<file path="config.mk">
export PLATFORM = sky130hd
export DESIGN_NAME = cube_cell_editor_flat
export DESIGN_NICKNAME = d
export VERILOG_FILES = /design/src/rtl/cube_cell_editor_if.sv /design/src/rtl/cube_cell_editor.sv /design/src/flat_wrapper.sv
export SDC_FILE = /design/constraint.sdc
export NUM_CORES = 2
export LEC_CHECK = 0
export BUFFER_PORTS_ARGS = -buffer_cell sky130_fd_sc_hd__buf_2
export CAP_MARGIN = 10
export CORE_AREA = 5 5 402 404
export DETAILED_ROUTE_END_ITERATION = 10
export DIE_AREA = 0 0 407 409
export GPL_ROUTABILITY_DRIVEN = 1
export PLACE_DENSITY = 0.51
export SYNTH_ARGS = -nofsm -noshare
export SYNTH_HDL_FRONTEND = slang
export SYNTH_SLANG_ARGS = --single-unit
</file>
<file path="constraint.sdc">
create_clock -name i_clk -period 55 [get_ports i_clk]
set_input_delay 2.75 -clock i_clk [delete_from_list [all_inputs] [get_ports i_clk]]
set_output_delay 2.75 -clock i_clk [all_outputs]
set_load 0.1 [all_outputs]
</file>
<file path="src/rtl/cube_cell_editor_if.sv">
// Button, layer and load-handshake bundle between the cube seed editor and its surroundings.
// master = board/driver side, slave = cube_cell_editor.
interface cube_cell_editor_if;
    logic         btn_l;
    logic         btn_r;
    logic         btn_u;
    logic         btn_d;
    logic         btn_t;
    logic         btn_clr;
    logic         btn_commit;
    logic [2:0]   layer;
    logic         load_ack;
    logic [511:0] edit_cells;
    logic [511:0] preview_cells;
    logic [2:0]   cursor_x;
    logic [2:0]   cursor_y;
    logic [2:0]   cursor_z;
    logic         load_valid;

    modport master (
        output btn_l, btn_r, btn_u, btn_d, btn_t, btn_clr, btn_commit, layer, load_ack,
        input  edit_cells, preview_cells, cursor_x, cursor_y, cursor_z, load_valid
    );

    modport slave (
        input  btn_l, btn_r, btn_u, btn_d, btn_t, btn_clr, btn_commit, layer, load_ack,
        output edit_cells, preview_cells, cursor_x, cursor_y, cursor_z, load_valid
    );
endinterface

</file>
<file path="src/rtl/cube_cell_editor.sv">
// Seed-board editor for the 8x8x8 cube: debounced cursor/toggle/clear buttons, valid/ack board offer.
// Optional cursor blink on the preview vector when CUBE_EDITOR_BLINK_EN is defined.
module cube_cell_editor #(
    parameter int DEBOUNCE_CYCLES = 500000,
    parameter int BLINK_CYCLES    = 25000000
) (
    input  logic             i_clk,
    input  logic             i_rst,
    cube_cell_editor_if.slave io_bus
);
    localparam int NB = 7;
    localparam int CW = $clog2(DEBOUNCE_CYCLES + 1);
    localparam int B_L = 0, B_R = 1, B_U = 2, B_D = 3, B_T = 4, B_CLR = 5, B_COM = 6;

    if (DEBOUNCE_CYCLES < 1 || BLINK_CYCLES < 1) begin : g_param_chk
        $error("cube_cell_editor: DEBOUNCE_CYCLES and BLINK_CYCLES must be >= 1");
    end

    typedef enum logic {S_EDIT, S_OFFER} state_t;

    logic [NB-1:0]  w_btn_raw;
    logic [NB-1:0]  r_btn_s1, r_btn_s2, r_btn_acc, r_btn_evt;
    logic [CW-1:0]  r_cnt [NB];
    logic [2:0]     r_layer_s1, r_layer_s2;

    state_t         r_state, w_state_nxt;
    logic [511:0]   r_edit, w_edit_nxt;
    logic [511:0]   r_preview, w_preview_nxt;
    logic [2:0]     r_x, r_y, w_x_nxt, w_y_nxt;
    logic [8:0]     w_idx;

    assign w_btn_raw = {io_bus.btn_commit, io_bus.btn_clr, io_bus.btn_t, io_bus.btn_d,
                        io_bus.btn_u, io_bus.btn_r, io_bus.btn_l};

    always_ff @(posedge i_clk or posedge i_rst) begin
        if (i_rst) begin
            r_btn_s1   <= '0;
            r_btn_s2   <= '0;
            r_layer_s1 <= '0;
            r_layer_s2 <= '0;
        end else begin
            r_btn_s1   <= w_btn_raw;
            r_btn_s2   <= r_btn_s1;
            r_layer_s1 <= io_bus.layer;
            r_layer_s2 <= r_layer_s1;
        end
    end

    // Counter runs only while the synchronized level disagrees with the accepted one,
    // so any bounce back to the accepted level restarts the stability window.
    always_ff @(posedge i_clk or posedge i_rst) begin
        if (i_rst) begin
            r_btn_acc <= '0;
            r_btn_evt <= '0;
            for (int i = 0; i < NB; i++) r_cnt[i] <= '0;
        end else begin
            r_btn_evt <= '0;
            for (int i = 0; i < NB; i++) begin
                if (r_btn_s2[i] == r_btn_acc[i]) begin
                    r_cnt[i] <= '0;
                end else if (r_cnt[i] == CW'(DEBOUNCE_CYCLES - 1)) begin
                    r_cnt[i]     <= '0;
                    r_btn_acc[i] <= r_btn_s2[i];
                    r_btn_evt[i] <= r_btn_s2[i];
                end else begin
                    r_cnt[i] <= r_cnt[i] + 1'b1;
                end
            end
        end
    end

    assign w_idx = {r_layer_s2, r_y, r_x};

    always_comb begin
        w_state_nxt = r_state;
        w_edit_nxt  = r_edit;
        w_x_nxt     = r_x;
        w_y_nxt     = r_y;
        case (r_state)
            S_EDIT: begin
                if (r_btn_evt[B_CLR]) begin
                    w_edit_nxt = '0;
                end else begin
                    if (r_btn_evt[B_T])
                        w_edit_nxt[w_idx] = ~r_edit[w_idx];
                    if (r_btn_evt[B_R] && !r_btn_evt[B_L])
                        w_x_nxt = r_x + 3'd1;
                    else if (r_btn_evt[B_L] && !r_btn_evt[B_R])
                        w_x_nxt = r_x - 3'd1;
                    if (r_btn_evt[B_U] && !r_btn_evt[B_D])
                        w_y_nxt = r_y + 3'd1;
                    else if (r_btn_evt[B_D] && !r_btn_evt[B_U])
                        w_y_nxt = r_y - 3'd1;
                end
                if (r_btn_evt[B_COM])
                    w_state_nxt = S_OFFER;
            end
            S_OFFER: begin
                if (io_bus.load_ack)
                    w_state_nxt = S_EDIT;
            end
            default: w_state_nxt = S_EDIT;
        endcase
    end

`ifdef CUBE_EDITOR_BLINK_EN
    localparam int BW = $clog2(BLINK_CYCLES + 1);
    logic [BW-1:0] r_blink_cnt;
    logic          r_blink;
    logic [511:0]  w_cursor_mask;

    always_ff @(posedge i_clk or posedge i_rst) begin
        if (i_rst) begin
            r_blink_cnt <= '0;
            r_blink     <= 1'b0;
        end else if (r_blink_cnt == BW'(BLINK_CYCLES - 1)) begin
            r_blink_cnt <= '0;
            r_blink     <= ~r_blink;
        end else begin
            r_blink_cnt <= r_blink_cnt + 1'b1;
        end
    end

    // Overlay uses the cursor as it will be after this edge so it tracks CursorX/Y/Z exactly.
    assign w_cursor_mask = (r_blink && (w_state_nxt == S_EDIT)) ?
                           (512'd1 << {r_layer_s1, w_y_nxt, w_x_nxt}) : '0;
    assign w_preview_nxt = w_edit_nxt ^ w_cursor_mask;
`else
    assign w_preview_nxt = w_edit_nxt;
`endif

    always_ff @(posedge i_clk or posedge i_rst) begin
        if (i_rst) begin
            r_state   <= S_EDIT;
            r_edit    <= '0;
            r_preview <= '0;
            r_x       <= '0;
            r_y       <= '0;
        end else begin
            r_state   <= w_state_nxt;
            r_edit    <= w_edit_nxt;
            r_preview <= w_preview_nxt;
            r_x       <= w_x_nxt;
            r_y       <= w_y_nxt;
        end
    end

    assign io_bus.edit_cells    = r_edit;
    assign io_bus.preview_cells = r_preview;
    assign io_bus.cursor_x      = r_x;
    assign io_bus.cursor_y      = r_y;
    assign io_bus.cursor_z      = r_layer_s2;
    assign io_bus.load_valid    = (r_state == S_OFFER);
endmodule
</file>
<file path="src/flat_wrapper.sv">
// flat-port wrapper written by rule: the top's interface ports become plain ports
module cube_cell_editor_flat 
#(
    parameter int DEBOUNCE_CYCLES = 500000,
    parameter int BLINK_CYCLES    = 25000000
)
  (i_clk, i_rst, io_bus_btn_l, io_bus_btn_r, io_bus_btn_u, io_bus_btn_d, io_bus_btn_t, io_bus_btn_clr, io_bus_btn_commit, io_bus_layer, io_bus_load_ack, io_bus_edit_cells, io_bus_preview_cells, io_bus_cursor_x, io_bus_cursor_y, io_bus_cursor_z, io_bus_load_valid);
  cube_cell_editor_if io_bus_i ();
  input  logic i_clk;
  input  logic i_rst;
  input wire logic [$bits(io_bus_i.btn_l)-1:0] io_bus_btn_l;
  input wire logic [$bits(io_bus_i.btn_r)-1:0] io_bus_btn_r;
  input wire logic [$bits(io_bus_i.btn_u)-1:0] io_bus_btn_u;
  input wire logic [$bits(io_bus_i.btn_d)-1:0] io_bus_btn_d;
  input wire logic [$bits(io_bus_i.btn_t)-1:0] io_bus_btn_t;
  input wire logic [$bits(io_bus_i.btn_clr)-1:0] io_bus_btn_clr;
  input wire logic [$bits(io_bus_i.btn_commit)-1:0] io_bus_btn_commit;
  input wire logic [$bits(io_bus_i.layer)-1:0] io_bus_layer;
  input wire logic [$bits(io_bus_i.load_ack)-1:0] io_bus_load_ack;
  output wire logic [$bits(io_bus_i.edit_cells)-1:0] io_bus_edit_cells;
  output wire logic [$bits(io_bus_i.preview_cells)-1:0] io_bus_preview_cells;
  output wire logic [$bits(io_bus_i.cursor_x)-1:0] io_bus_cursor_x;
  output wire logic [$bits(io_bus_i.cursor_y)-1:0] io_bus_cursor_y;
  output wire logic [$bits(io_bus_i.cursor_z)-1:0] io_bus_cursor_z;
  output wire logic [$bits(io_bus_i.load_valid)-1:0] io_bus_load_valid;
  assign io_bus_i.btn_l = io_bus_btn_l;
  assign io_bus_i.btn_r = io_bus_btn_r;
  assign io_bus_i.btn_u = io_bus_btn_u;
  assign io_bus_i.btn_d = io_bus_btn_d;
  assign io_bus_i.btn_t = io_bus_btn_t;
  assign io_bus_i.btn_clr = io_bus_btn_clr;
  assign io_bus_i.btn_commit = io_bus_btn_commit;
  assign io_bus_i.layer = io_bus_layer;
  assign io_bus_i.load_ack = io_bus_load_ack;
  assign io_bus_edit_cells = io_bus_i.edit_cells;
  assign io_bus_preview_cells = io_bus_i.preview_cells;
  assign io_bus_cursor_x = io_bus_i.cursor_x;
  assign io_bus_cursor_y = io_bus_i.cursor_y;
  assign io_bus_cursor_z = io_bus_i.cursor_z;
  assign io_bus_load_valid = io_bus_i.load_valid;
  cube_cell_editor #(.DEBOUNCE_CYCLES(DEBOUNCE_CYCLES), .BLINK_CYCLES(BLINK_CYCLES)) u_core (.i_clk(i_clk), .i_rst(i_rst), .io_bus(io_bus_i));
endmodule
</file>
==> impl_results.md <==
* First-pass GRT wire length at 303000 um
* Placed cells at 6472
* CP endpoint: u_core.io_bus.edit_cells[150]
* Mux cell area share after synthesis at 7.99%
* Syn_area_per_cell at 9.36 um2
* DR vias/cell at 5.54
* Net Sw Power at 0.266 mW
* Pin count of the biggest net entering global routing at 194
* Crit end category: register
* Grt ovf at 0
* RSZ-0062 raised after global routing: no
* HPWL Detailed at 156000 um
* GP Congestion at 0.872
* TNS Setup at 0 ns
* Via count at 36675
* CTS tree: done
* Reg power frac at 45.1%
* PortBufs at 1046
* Worst VDD drop at 23.4 uV
* Core area at 157000 um2
* F_max at 0.151 GHz
* Area grow syn2layout at 16.5%
* Die area at 166000 um2
* Vias in the first global route at 35025
* Synth Warn # at 0
* CP Launch Point: u_core.io_bus.cursor_y[0]
* Worst slew pin tran at 1.31 ns
* Max cap viols at 0
* Compound-gate portion of the synthesized area at 23.5%
* Final period utilization at 12.0%
* Yosys cell types at 58
* Status: finished clean
* Row count at 146
* DIE HEIGHT at 409 um
* Synth top area share at 44.1%
* Lkg Pwr at 20.9 nW
* Most used flip-flop cell after synthesis: dfrtp_1
* # hold bufs at CTS at 0
* Post-Syn Area at 38900 um2
* Critical Path Fanout Max at 90
* R2R cell count at 11
* Reg2Reg Launch Point: u_core.io_bus.cursor_y[0]
* DRT iter0 DRCs at 5044
* Final Max Slew Viols at 0
* Sequential area share after synthesis at 44.1%
* First-pass iteration count of the detailed router at 9
* H-tree Lvls at 3
* Adder-cell share of the synthesized area at 0.392%
* Drt drc at 0
* Worst-skew pair later-pin latency at 0.73 ns
* Sw Ratio at 23.6%
* Effective utilization at floorplan at 24.7%
* Setup Buffers After CTS at 0
* Gate power share at 2.0%
* Clock skew at 0.0669 ns
* WL per Instance at 33.8 um
* Initial antenna violation count at 31
* Final min period at 6.61 ns
* Area leader, netlist: dfrtp_1
* Detail Route Antenna Nets at 0
* Worst Hold Class: register to register
* Clock sink count at 686
* Reg-to-reg endpoint: u_core.io_bus.edit_cells[150]
* Final setup fails at 0
* Clk slew on worst S/H paths at 0.06 ns
* CP Class: register to register
* Relative slew slack at 12.6%
* Fin cells at 6625
* Power per Cell Area at 24.8 nW/um2
* #FFs+latches synth at 686
* Cts bufs inserted at 83
* Post-cts sizing count at 0
* R2R Setup Slk at 48.39 ns
* Simple-gate share of the synthesized area at 7.25%
* Clk root buf: clkbuf_16
* Req. time, crit path at 55.60 ns
* I/O pin cnt at 1047
* Combinational family with the most area after synthesis: compound AO/OA/AOI/OAI gates
* Xor/xnor share of the synthesized area at 2.90%
* CTS Buffer Depth at 3
* Mapped Cells at 4160
* GRT Overall Usage at 25.7%
* Critical path startpoint category: register
* Final WL at 224000 um
* Clk pwr share at 52.8%
* Fraction of registers with async set/reset at 100%
* Die Span X at 407 um
* Synth area leaders: dfrtp_1, buf_4, o21ai_0
* Layout cells sized above 1 at 31.5%
* Worst Path Arrival at 7.21 ns
* Final net count at 4511
* EDFF count, synth at 0
* Internal power at 0.861 mW
* Final hold slack at 0.354 ns
* Fin. Hold Viols at 0
* Syn Nets at 4184
==> through the flow <==
stage               util (%)  worst slack [ns]  cell area, um2  total power, mW
floorplan                  -             33.02           38900            0.532
global placement        26.9             48.51           42400            0.541
detailed placement      27.0             48.42           42400            0.541
CTS                     28.8             48.45           45300             1.14
global route            28.8             48.33           45400             1.16
finish                  28.8             48.39           45400             1.13
==> cell families (layout without fill, tap and decap cells) <==
group | count (synthesis) | after routing
AOI/OAI and AO/OA | 1631 | 1631
buffers and inverters | 913 | 1301
DFF | 686 | 686
and+or+nand+nor | 593 | 593
muxes | 197 | 197
xor gates and xnor gates | 129 | 129
adders and majority gates | 11 | 11
other | 0 | 5
==> final cells by class <==
class | instances | area, um2
repair buffers | 1130 | 5930
clock inverters | 24 | 503
well taps | 2072 | 2590
clock buffers | 122 | 2390
multi-input cells | 2561 | 16600
fillers | 16625 | 112000
flip-flops and latches | 686 | 17200
diodes | 5 | 12.5
inverters | 25 | 101
==> flip-flops by register name (all words and copies together) (netlist names) <==
| name | count |
|---|---|
| u_core.io_bus.cursor_x | 3 |
| u_core.io_bus.cursor_y | 3 |
| u_core.io_bus.cursor_z | 3 |
| u_core.io_bus.edit_cells | 512 |
| u_core.io_bus.load_valid | 1 |
| u_core.r_btn_acc | 7 |
| u_core.r_btn_evt | 7 |
| u_core.r_btn_s1 | 7 |
| u_core.r_btn_s2 | 7 |
| u_core.r_cnt | 133 |
| u_core.r_layer_s1 | 3 |
==> how the worst min path moves through the flow <==
| stage | start | to | slack (ns) | cells past startpoint |
|---|---|---|---|---|
| 6_report | u_core.r_layer_s1[1] | u_core.io_bus.cursor_z[1] | 0.35 | 0 |
| 3_5_place_dp | u_core.r_layer_s1[0] | u_core.io_bus.cursor_z[0] | 0.34 | 0 |
| 3_3_place_gp | u_core.r_layer_s1[0] | u_core.io_bus.cursor_z[0] | 0.34 | 0 |
| 4_1_cts | u_core.r_layer_s1[1] | u_core.io_bus.cursor_z[1] | 0.36 | 0 |
| 2_1_floorplan | u_core.r_layer_s1[0] | u_core.io_bus.cursor_z[0] | 0.33 | 0 |
| 5_1_grt | u_core.r_layer_s1[2] | u_core.io_bus.cursor_z[2] | 0.37 | 0 |
==> layer usage <==
layer	vias up	GRT usage [%]	wire length [um]
met3	367	6.62	22100
met2	2396	39.6	100000
met4	8	9.95	9650
met1	18778	34.6	92000
met5	-	0	52
li1	15126	-	-
==> power by group through the flow <==
stage	combinational (mW)	clock [mW]	sequential, mW
4_1_cts	0.0237	0.605	0.509
6_report	0.0230	0.595	0.509
3_5_place_dp	0.0237	0	0.518
3_3_place_gp	0.0234	0	0.518
5_1_grt	0.0260	0.623	0.509
2_1_floorplan	0.0135	0	0.519
==> critical path: stages (launching register included) <==
cell and delay [ns]:
dfrtp_4 0.39, buf_4 0.67, buf_4 0.80, and2_2 0.87, a22oi_1 0.22, and4_1 0.29, a31oi_1 0.44, a311oi_1 0.23
nor4_4 0.70, nand3_4 0.63, buf_4 0.68, o31ai_1 0.41
==> cell usage after synthesis, types with 3 or more instances <==
cell type	instances
nor2b_1	11
mux2i_1	97
or3_1	4
and4_1	5
xnor2_1	54
and3b_1	6
a311oi_1	4
a31oi_1	5
a22o_1	9
and2_1	11
nor2_1	217
nand3b_1	3
buf_2	54
and3_1	26
or3b_2	3
buf_1	56
or2_2	7
o31ai_1	320
nand2_1	130
nor3_1	20
buf_4	513
mux4_2	90
inv_1	23
o21ai_0	710
o22ai_1	3
ha_1	9
nor4b_1	7
mux2_2	10
nor3b_1	10
a21oi_1	540
xor2_1	75
clkbuf_1	265
a22oi_1	24
dfrtp_1	686
nand4_1	32
nor4_1	7
nand2b_1	6
nand3_1	81
==> layout by cell type (no fill, tap or decap), types with 8 or more instances in the layout <==
master	synthesis	final
mux2i_1	97	97
ha_1	9	9
a21oi_1	540	540
xor2_1	75	75
nor3_1	20	16
a22o_1	9	9
mux2_2	10	10
clkbuf_8	0	17
nand3_1	81	80
and3_1	26	26
nand4_1	32	32
nor2_2	0	21
clkbuf_16	0	83
nor2_1	217	181
mux4_2	90	90
nor3b_1	10	10
buf_4	513	79
clkbuf_1	265	22
o21ai_0	710	710
inv_1	23	22
o31ai_1	320	320
a22oi_1	24	24
nor2_4	0	15
xnor2_1	54	54
bufinv_16	0	10
and2_1	11	10
nand2_1	130	122
dfrtp_1	686	678
nand2_4	0	8
buf_2	54	1046
(Power assumes the default switching activity.)
